`config.mk`:
```
export PLATFORM = sky130hd
export DESIGN_NAME = rioencoder_turns
export DESIGN_NICKNAME = d
export VERILOG_FILES = /design/src/rtl/rioencoder_turns_pkg.sv /design/src/rtl/rioencoder_turns_vel.sv /design/src/rtl/rioencoder_turns.sv
export SDC_FILE = /design/constraint.sdc
export NUM_CORES = 1
export LEC_CHECK = 0
export CORE_ASPECT_RATIO = 0.8
export CORE_UTILIZATION = 54
export DETAILED_ROUTE_END_ITERATION = 12
export PLACE_DENSITY = 0.89
export SLEW_MARGIN = 20
export SYNTH_ARGS = -nofsm -noshare
export SYNTH_HDL_FRONTEND = slang
export SYNTH_SLANG_ARGS = --single-unit
```
`constraint.sdc`:
```
create_clock -name clk -period 4.46 [get_ports clk]
set_clock_uncertainty 0.05 [all_clocks]
set_input_delay 0.446 -clock clk [delete_from_list [all_inputs] [get_ports clk]]
set_output_delay 0.446 -clock clk [all_outputs]
set_load 0.02 [all_outputs]
```
`src/rtl/rioencoder_turns_pkg.sv`:
```
// rioencoder_turns shared types
// FSM states, fault codes, sign-extension helper
package rioencoder_turns_pkg;

  typedef enum logic [1:0] {
    INIT_RST,
    INIT_RE,
    TRACK,
    FAULT
  } state_t;

  localparam logic [1:0] FC_NONE    = 2'd0;
  localparam logic [1:0] FC_TIMEOUT = 2'd1;
  localparam logic [1:0] FC_JUMP    = 2'd2;

  function automatic logic [31:0] sext16(
    input logic [15:0] v
  );
    return {{16{v[15]}}, v};
  endfunction

endpackage

```
`src/rtl/rioencoder_turns_vel.sv`:
```
// rioencoder_turns windowed velocity
// Free-running window, snapshot and subtractor
module rioencoder_turns_vel
  import rioencoder_turns_pkg::*;
#(
  parameter int VEL_PERIOD = 12000
) (
  input  logic        clk,
  input  logic        rst,
  input  logic [31:0] position,
  input  logic        tracking,
  output logic [31:0] velocity
);

  localparam int CW = $clog2(VEL_PERIOD);

  logic [CW-1:0] r_cnt;
  logic [31:0]   r_snap;
  logic [31:0]   r_vel;
  logic          w_tc;

  assign w_tc = (r_cnt == CW'(VEL_PERIOD - 1));

  // Window counter always runs; snapshot tracks position outside TRACK
  always_ff @(posedge clk) begin
    if (rst) begin
      r_cnt  <= '0;
      r_snap <= '0;
      r_vel  <= '0;
    end else begin
      r_cnt <= w_tc ? '0 : r_cnt + CW'(1);
      if (!tracking) begin
        r_vel  <= '0;
        r_snap <= position;
      end else if (w_tc) begin
        r_vel  <= position - r_snap;
        r_snap <= position;
      end
    end
  end

  assign velocity = tracking ? r_vel : '0;

endmodule

```
`src/rtl/rioencoder_turns.sv`:
```
// rioencoder_turns multi-turn tracker
// Unwraps 16-bit angles, watchdog, jump check
module rioencoder_turns
  import rioencoder_turns_pkg::*;
#(
  parameter int TIMEOUT_CYCLES = 120000,
  parameter int MAX_STEP       = 16384,
  parameter int VEL_PERIOD     = 12000
) (
  input  logic        clk,
  input  logic        rst,
  input  logic [15:0] angle,
  input  logic        angle_valid,
  input  logic        fault_clear,
  output logic [31:0] position,
  output logic [31:0] velocity,
  output logic        valid,
  output logic        fault,
  output logic [1:0]  fault_code
);

  localparam int WW = $clog2(TIMEOUT_CYCLES + 1);

  state_t             r_state;
  state_t             w_state_nx;
  logic [31:0]        r_pos;
  logic [31:0]        w_pos_nx;
  logic [1:0]         r_fc;
  logic [1:0]         w_fc_nx;
  logic [WW-1:0]      r_wd;
  logic [WW-1:0]      w_wd_nx;
  logic [15:0]        w_d;
  logic signed [31:0] w_d_s;
  logic               w_jump;
  logic               w_expired;
  logic               w_tracking;

  // Low half of position doubles as the previous angle
  assign w_d       = angle - r_pos[15:0];
  assign w_d_s     = signed'(sext16(w_d));
  assign w_jump    = (w_d_s > MAX_STEP) ||
                     (w_d_s < -MAX_STEP);
  assign w_expired = (r_wd == WW'(TIMEOUT_CYCLES));

  // Next state, position and fault code
  always_comb begin
    w_state_nx = r_state;
    w_pos_nx   = r_pos;
    w_fc_nx    = r_fc;
    unique case (r_state)
      INIT_RST: begin
        if (angle_valid) begin
          w_pos_nx   = {16'h0, angle};
          w_state_nx = TRACK;
        end
      end
      TRACK: begin
        if (angle_valid) begin
          if (w_jump) begin
            w_fc_nx    = FC_JUMP;
            w_state_nx = FAULT;
          end else begin
            w_pos_nx = r_pos + sext16(w_d);
          end
        end else if (w_expired) begin
          w_fc_nx    = FC_TIMEOUT;
          w_state_nx = FAULT;
        end
      end
      FAULT: begin
        if (fault_clear) begin
          w_fc_nx    = FC_NONE;
          w_state_nx = INIT_RE;
        end
      end
      INIT_RE: begin
        if (angle_valid) begin
          w_pos_nx   = r_pos + sext16(w_d);
          w_state_nx = TRACK;
        end
      end
      default: w_state_nx = INIT_RST;
    endcase
  end

  // Watchdog restarts on samples and state changes, saturates
  always_comb begin
    w_wd_nx = r_wd;
    if (angle_valid || (w_state_nx != r_state))
      w_wd_nx = '0;
    else if (!w_expired)
      w_wd_nx = r_wd + WW'(1);
  end

  // State, position, fault code and watchdog registers
  always_ff @(posedge clk) begin
    if (rst) begin
      r_state <= INIT_RST;
      r_pos   <= '0;
      r_fc    <= FC_NONE;
      r_wd    <= '0;
    end else begin
      r_state <= w_state_nx;
      r_pos   <= w_pos_nx;
      r_fc    <= w_fc_nx;
      r_wd    <= w_wd_nx;
    end
  end

  assign w_tracking = (r_state == TRACK);

  rioencoder_turns_vel #(
    .VEL_PERIOD(VEL_PERIOD)
  ) u_vel (
    .clk      (clk),
    .rst      (rst),
    .position (r_pos),
    .tracking (w_tracking),
    .velocity (velocity)
  );

  assign position   = r_pos;
  assign valid      = w_tracking;
  assign fault      = (r_state == FAULT);
  assign fault_code = r_fc;

endmodule

```
## Word-level counts from Yosys, hierarchy flattened

Cells that the tools add are included.

- Register bits: 131

- $add $sub $neg: 5
- Magnitude comparators: 2
- Equal/unequal tests: 14
- Muxes and demuxes: 19
- Bitwise gates (word level): 1
- Reductions and logical operators: 11

Operators by type and width:

| operator | count |
|---|---|
| $mux W32 | 7 |
| $pmux W32 S3 | 1 |
| $add A32 B32 Y32 | 1 |
| $sub A32 B32 Y32 | 1 |
| $mux W2 | 9 |
| $add A17 B1 Y17 const B | 1 |
| $eq A17 B17 Y1 const B | 1 |
| $gt A16 B16 Y1 const B | 1 |
| $lt A16 B15 Y1 const B | 1 |
| $sub A16 B16 Y16 | 1 |
| $add A14 B1 Y14 const B | 1 |
| $eq A14 B14 Y1 const B | 1 |
| $ne A2 B2 Y1 const B | 6 |
| $reduce_or A2 Y1 | 4 |
| $ne A3 B3 Y1 const B | 2 |
| $pmux W2 S3 | 1 |
| $reduce_and A5 Y1 | 1 |
| $eq A2 B2 Y1 const B | 2 |
| $pmux W2 S2 | 1 |
| $reduce_and A4 Y1 | 1 |
| $reduce_bool A3 Y1 | 1 |
| $eq A2 B1 Y1 const B | 1 |
| $logic_not A2 Y1 | 1 |
| $logic_or A1 B1 Y1 | 2 |
| 3 further kinds | 3 |

## Logic depth before layout (Yosys ltp)

- Depth after elaboration: 9
- Mapped depth: 21

## By module

From an unflattened synthesis, not the netlist that was laid out.

- Cell total of the unflattened synthesis: 1,321
- Area total of the unflattened synthesis: 10,017.1 sq um

By module, submodules not included:

| module | times used | cells each | area each (sq um) | seq. area each (sq um) |
|---|---|---|---|---|
| rioencoder_turns | 1 | 650 | 5,038.6 | 1,061.0 |
| rioencoder_turns_vel | 1 | 671 | 4,978.5 | 1,561.5 |

## Least setup slack after synthesis

Ideal clock, no wire load.

- Path type: register to register
- From: register r_pos[1] (netlist: position[1])
- To: register r_pos[31] (netlist: position[31])
- Setup time: 0.074 ns
- Data arrival time: 4.728 ns
- Required time: 4.336 ns
- Slack: -0.392 ns
- Stages on the path, launching flop included: 21
- Buffers on the path: 2
- Clock period less this slack: 4.852 ns
- Cell sequence: dfxtp_1 > inv_1 > ha_1 > nor2b_1 > o31ai_2 > a31o_1 > a21oi_2 > nor3b_1 > or3_1 > buf_2 > ha_1 > clkbuf_1 > and4_1 > and3_1 > nand4_1 > o2111ai_1 > a31oi_1 > a21oi_1 > xnor2_1 > or4_1 > a31oi_1

- Longest elaborated chain between the ends: 5

RTL lines:

| item | RTL line | RTL |
|---|---|---|
| from (decl) | rioencoder_turns.sv:26 | `logic [31:0] r_pos;` |
| from (signal assigned) | rioencoder_turns.sv:104 | `r_pos <= w_pos_nx;` |
| $sub A16 B16 Y16 | rioencoder_turns.sv:39 | `assign w_d = angle - r_pos[15:0];` |
| $add A32 B32 Y32 (tied with other cells) | rioencoder_turns.sv:63, rioencoder_turns.sv:78 |  |
| $mux W32 / $logic_or A1 B1 Y1 (equally long branches) | rioencoder_turns.sv:59, rioencoder_turns.sv:41 |  |
| $mux W32 / $ne A2 B2 Y1 (equally long branches) | n/a |  |
| $pmux W32 S3 / $reduce_and A5 Y1 (equally long branches) | n/a |  |

Parallel ways exist; a longest one is shown, timed or not. The select of a mux whose other input is x is not followed.
A chain may end at the register's enable or synchronous reset.

## Final worst setup path

- From: register r_pos[0] (netlist: position[0])
- To: register r_pos[31] (netlist: position[31])

Same word-level chain as after synthesis.

==> run summary <==
The run finished, with violations left. The checks that failed: setup timing. Based on the critical path, the design can be clocked at up to 220.8 MHz. The clock drives 131 sinks. The floorplan step set the die width to 154.2 microns. CTS built an H-tree with a depth of 4. The number of distinct library cells after synthesis is 80. Sequential cells were found to cover 26.21% of the synthesized design area. The total power per unit cell area is 929.9 mW/mm^2.

The final number of max-transition violations was 0. Summed over its instances, the top area cell type makes up about a quarter of the synthesized netlist area. Setup violations remaining at the end of the flow were counted as 1. The finished layout holds roughly 1800 standard cells, fillers aside.

Global routing consumed, over all layers together, 33.81% of the routing resources. The number of clock buffers inserted by TritonCTS came out at 17. The async set-or-reset flop fraction in the synthesized netlist came out at 0%. The fill cell total of the finished layout is 1228.

The number of warnings printed during yosys synthesis came out at 0. The hold violation total from the final report is 0. For this design the top-level I/O count stands at 88. dfxtp_1 takes more of the synthesized area than any other cell. The peak ir drop on the vdd network is ~440 uV. Power comes to roughly 0.012 W.

The path class of the tightest hold or removal check is flop to flop. Sorting the synthesized cells by area gives the leading types as dfxtp_1, ha_1, a21oi_1. The total number of placement rows is 44.

The via count of the first global-routing pass is roughly 10000. Each instance of the synthesized netlist takes up on average about 7.6 sq um. The count of flip-flops with a built-in enable after synthesis is 0. The worst-case setup margin in the final layout came out at -0.06992 ns. The CTS tree is done. Setup repair after global routing could not meet its margin everywhere. Once placement completed, the tool counted placed cells totaling 1727.

The required time reported for the critical path endpoint came out at ~4.8 ns. The floorplan step set the die height to 123.8 microns. After technology mapping, the gate count stands at 1313. The library cell used most frequently in the layout, excluding fill and tap cells, is buf_4. The clock slew seen by the registers of the worst setup and hold paths is 0.06 ns. The antenna diode count is 0. The violation count after the first detailed-route iteration is 1376.

Of all nets on the critical path, the largest fanout is 4. The number of violations of the max-capacitance limit came out at 0. The measured slew at the worst slew-check pin is 0.8756 ns. The latest clock arrival within the worst-skew pair came out at 0.44 ns. Subtracting the final worst setup slack from the clock period gives 4.530 ns. In the final routed layout, each cell accounts on average for 19.51 microns. The clock passes through at most 2 buffers. The die area is 0.01908 sq mm. The proportion of layout cells with a drive suffix above 1 is 19.35%. The total wirelength of the detailed-routed design came out at 34.73 mm.

The area overhead of the layout relative to synthesis came out at 33.80%. In the routed design, unresolved DRC markers number 0. The top cell types in the final layout, fill and taps aside, are buf_4, nand2_1, dfxtp_1. The initial antenna violation count came out at 1. The detailed-router iteration count before antenna repair is 7. The count of antenna-violating nets left after detailed routing came out at 0. STA classifies the critical path endpoint as a flop. The global-route wire length before repair is between 50 and 60 mm.

The via-per-instance ratio came out at 6.467. Hold is met by between 0.4 and 0.5 ns. The nature of the critical path startpoint is a flop. The critical path is of the flop to flop type. The analysis attributes to cell leakage a power of 5.429 nW.

The final global-route overflow total came out at 0. The top flip-flop cell by instance count after synthesis is dfxtp_1. The final worst-path cycle share came out at 101.6%. The final route contains 11510 vias. The combined area of all synthesized cells came out at 0.01001 sq mm.

The floorplan step defined a core boundary enclosing 0.01817 sq mm. The worst-case headroom to the max-slew limit came out at between 40 and 50%. The maximum number of pins on one net before global-route repair came out at 66.

The total nets after synthesis is 1420. The starting utilization of the core area came out at roughly 55%. The final-stage net count is around 1600. The last weighted congestion value of the routability-driven placer came out at just over 0.9.

The register bit total from synthesis came out at 131. CTS placed an instance of clkbuf_16 at the clock tree root. The data arrival time of the critical path came out at 4.82 ns. The detailed-placement wirelength estimate is 22.36 mm. The port buffer count came out at 87.
==> per-stage QoR <==
stage	utilization [%]	cell area, sq um	worst slack [ns]	TNS [ns]
CTS	71.96	13070	0.01153	0
finish	73.70	13390	-0.06992	-0.06992
global placement	66.88	12150	-0.5768	-5.808
floorplan	-	10030	-0.02210	-0.02210
global route	73.70	13390	-0.1813	-0.6358
detailed placement	66.88	12150	-0.6634	-6.919
==> flip-flops by register name (all words and copies together), names as in the netlist <==
| name | count |
|---|---|
| position | 32 |
| u_vel.r_snap | 32 |
| u_vel.r_vel | 32 |
| r_wd | 17 |
| u_vel.r_cnt | 14 |
| fault_code | 2 |
| r_state | 2 |
==> report_power, final <==
part / switching (W) / leakage (nW) / internal [W]
registers: 0.000258 / 1.07 / 0.00138
logic: 0.00509 / 4.06 / 0.00416
clock network: 0.000594 / 0.308 / 0.000972
==> final cells by class <==
cell class / count / area, sq um / share of cell area (%)
repair buffers: 271 / 2297 / 17.16
clock buffers: 21 / 460.4 / 3.439
flip-flops and latches: 131 / 2631 / 19.65
clock inverters: 11 / 176.4 / 1.318
multi-input cells: 1036 / 7233 / 54.02
well taps: 230 / 287.8 / 2.149
inverters: 80 / 302.8 / 2.261
==> synthesized netlist by cell type (5+ instances only) <==
cell,count
o21bai_1,7
mux2_2,9
xor2_1,32
and3_1,19
nor3_1,58
or2_2,6
o31ai_1,8
o21a_1,16
mux2i_1,5
a211oi_1,29
o21ai_0,65
dfxtp_1,131
or3_1,18
nand3_1,46
ha_1,84
a211o_1,7
a221oi_1,5
nor4_1,6
nor4b_1,5
or4_1,5
buf_2,5
clkbuf_1,54
nand2b_1,14
nor2_1,73
nand3b_1,6
inv_1,79
o211ai_1,16
and2_1,34
nor2b_1,13
a21o_1,31
a31oi_1,11
nand2_1,148
nand4_1,26
nor3b_1,6
o2111ai_1,7
a21oi_1,114
xnor2_1,45
==> logic make-up after synthesis <==
group	synth area share [%]
muxes	1.513
and+or+nand+nor	24.72
xor gates and xnor gates	6.739
buffers and inverters	5.776
adders and majority gates	11.10
AOI/OAI and AO/OA	23.94
DFF	26.21
==> critical path: stages, from the launching register on <==
cell and delay, ns:
dfxtp_4 0.38, ha_4 0.13, inv_1 0.05, fa_2 0.37, a21oi_4 0.18, o211ai_1 0.18, o22ai_2 0.23, nor2_4 0.07
nor2_2 0.10, xnor2_1 0.13, ha_1 0.31, buf_4 0.17, nand4_1 0.13, nor3_2 0.09, a2111oi_4 0.37, buf_4 0.20
o2111ai_4 0.13, a31oi_1 0.20, a21oi_1 0.11, xnor2_1 0.15, or4_1 0.49, a31oi_2 0.22
==> what timing repair did <==
action	4_1_cts	5_1_grt
setup endpoints to repair	6	15
gates resized for setup	36	45
cloned	1	0
pin swaps	29	40
setup buffers	10	10
hold buffers	0	0
hold endpoints to repair	0	0
==> worst paths after layout <==
path,start,slack [ns],to,cells past startpoint
worst max-delay path,position[0]$_SDFFE_PP0P_,-0.07,position[31]$_SDFFE_PP0P_,21
worst min-delay path,u_vel.r_vel[17]$_SDFFE_PP0P_,0.40,u_vel.r_vel[17]$_SDFFE_PP0P_,2
worst max register to register,position[0]$_SDFFE_PP0P_,-0.07,position[31]$_SDFFE_PP0P_,21
worst min register to register,u_vel.r_vel[17]$_SDFFE_PP0P_,0.40,u_vel.r_vel[17]$_SDFFE_PP0P_,2
==> routing by layer <==
metal	share of wire, %	global-route usage [%]
met2	45	54.15
met3	10	5.428
met1	41	45.11
met5	0.037	0
met4	4.1	15.38
Note: power is estimated with default switching activity, not from simulation.
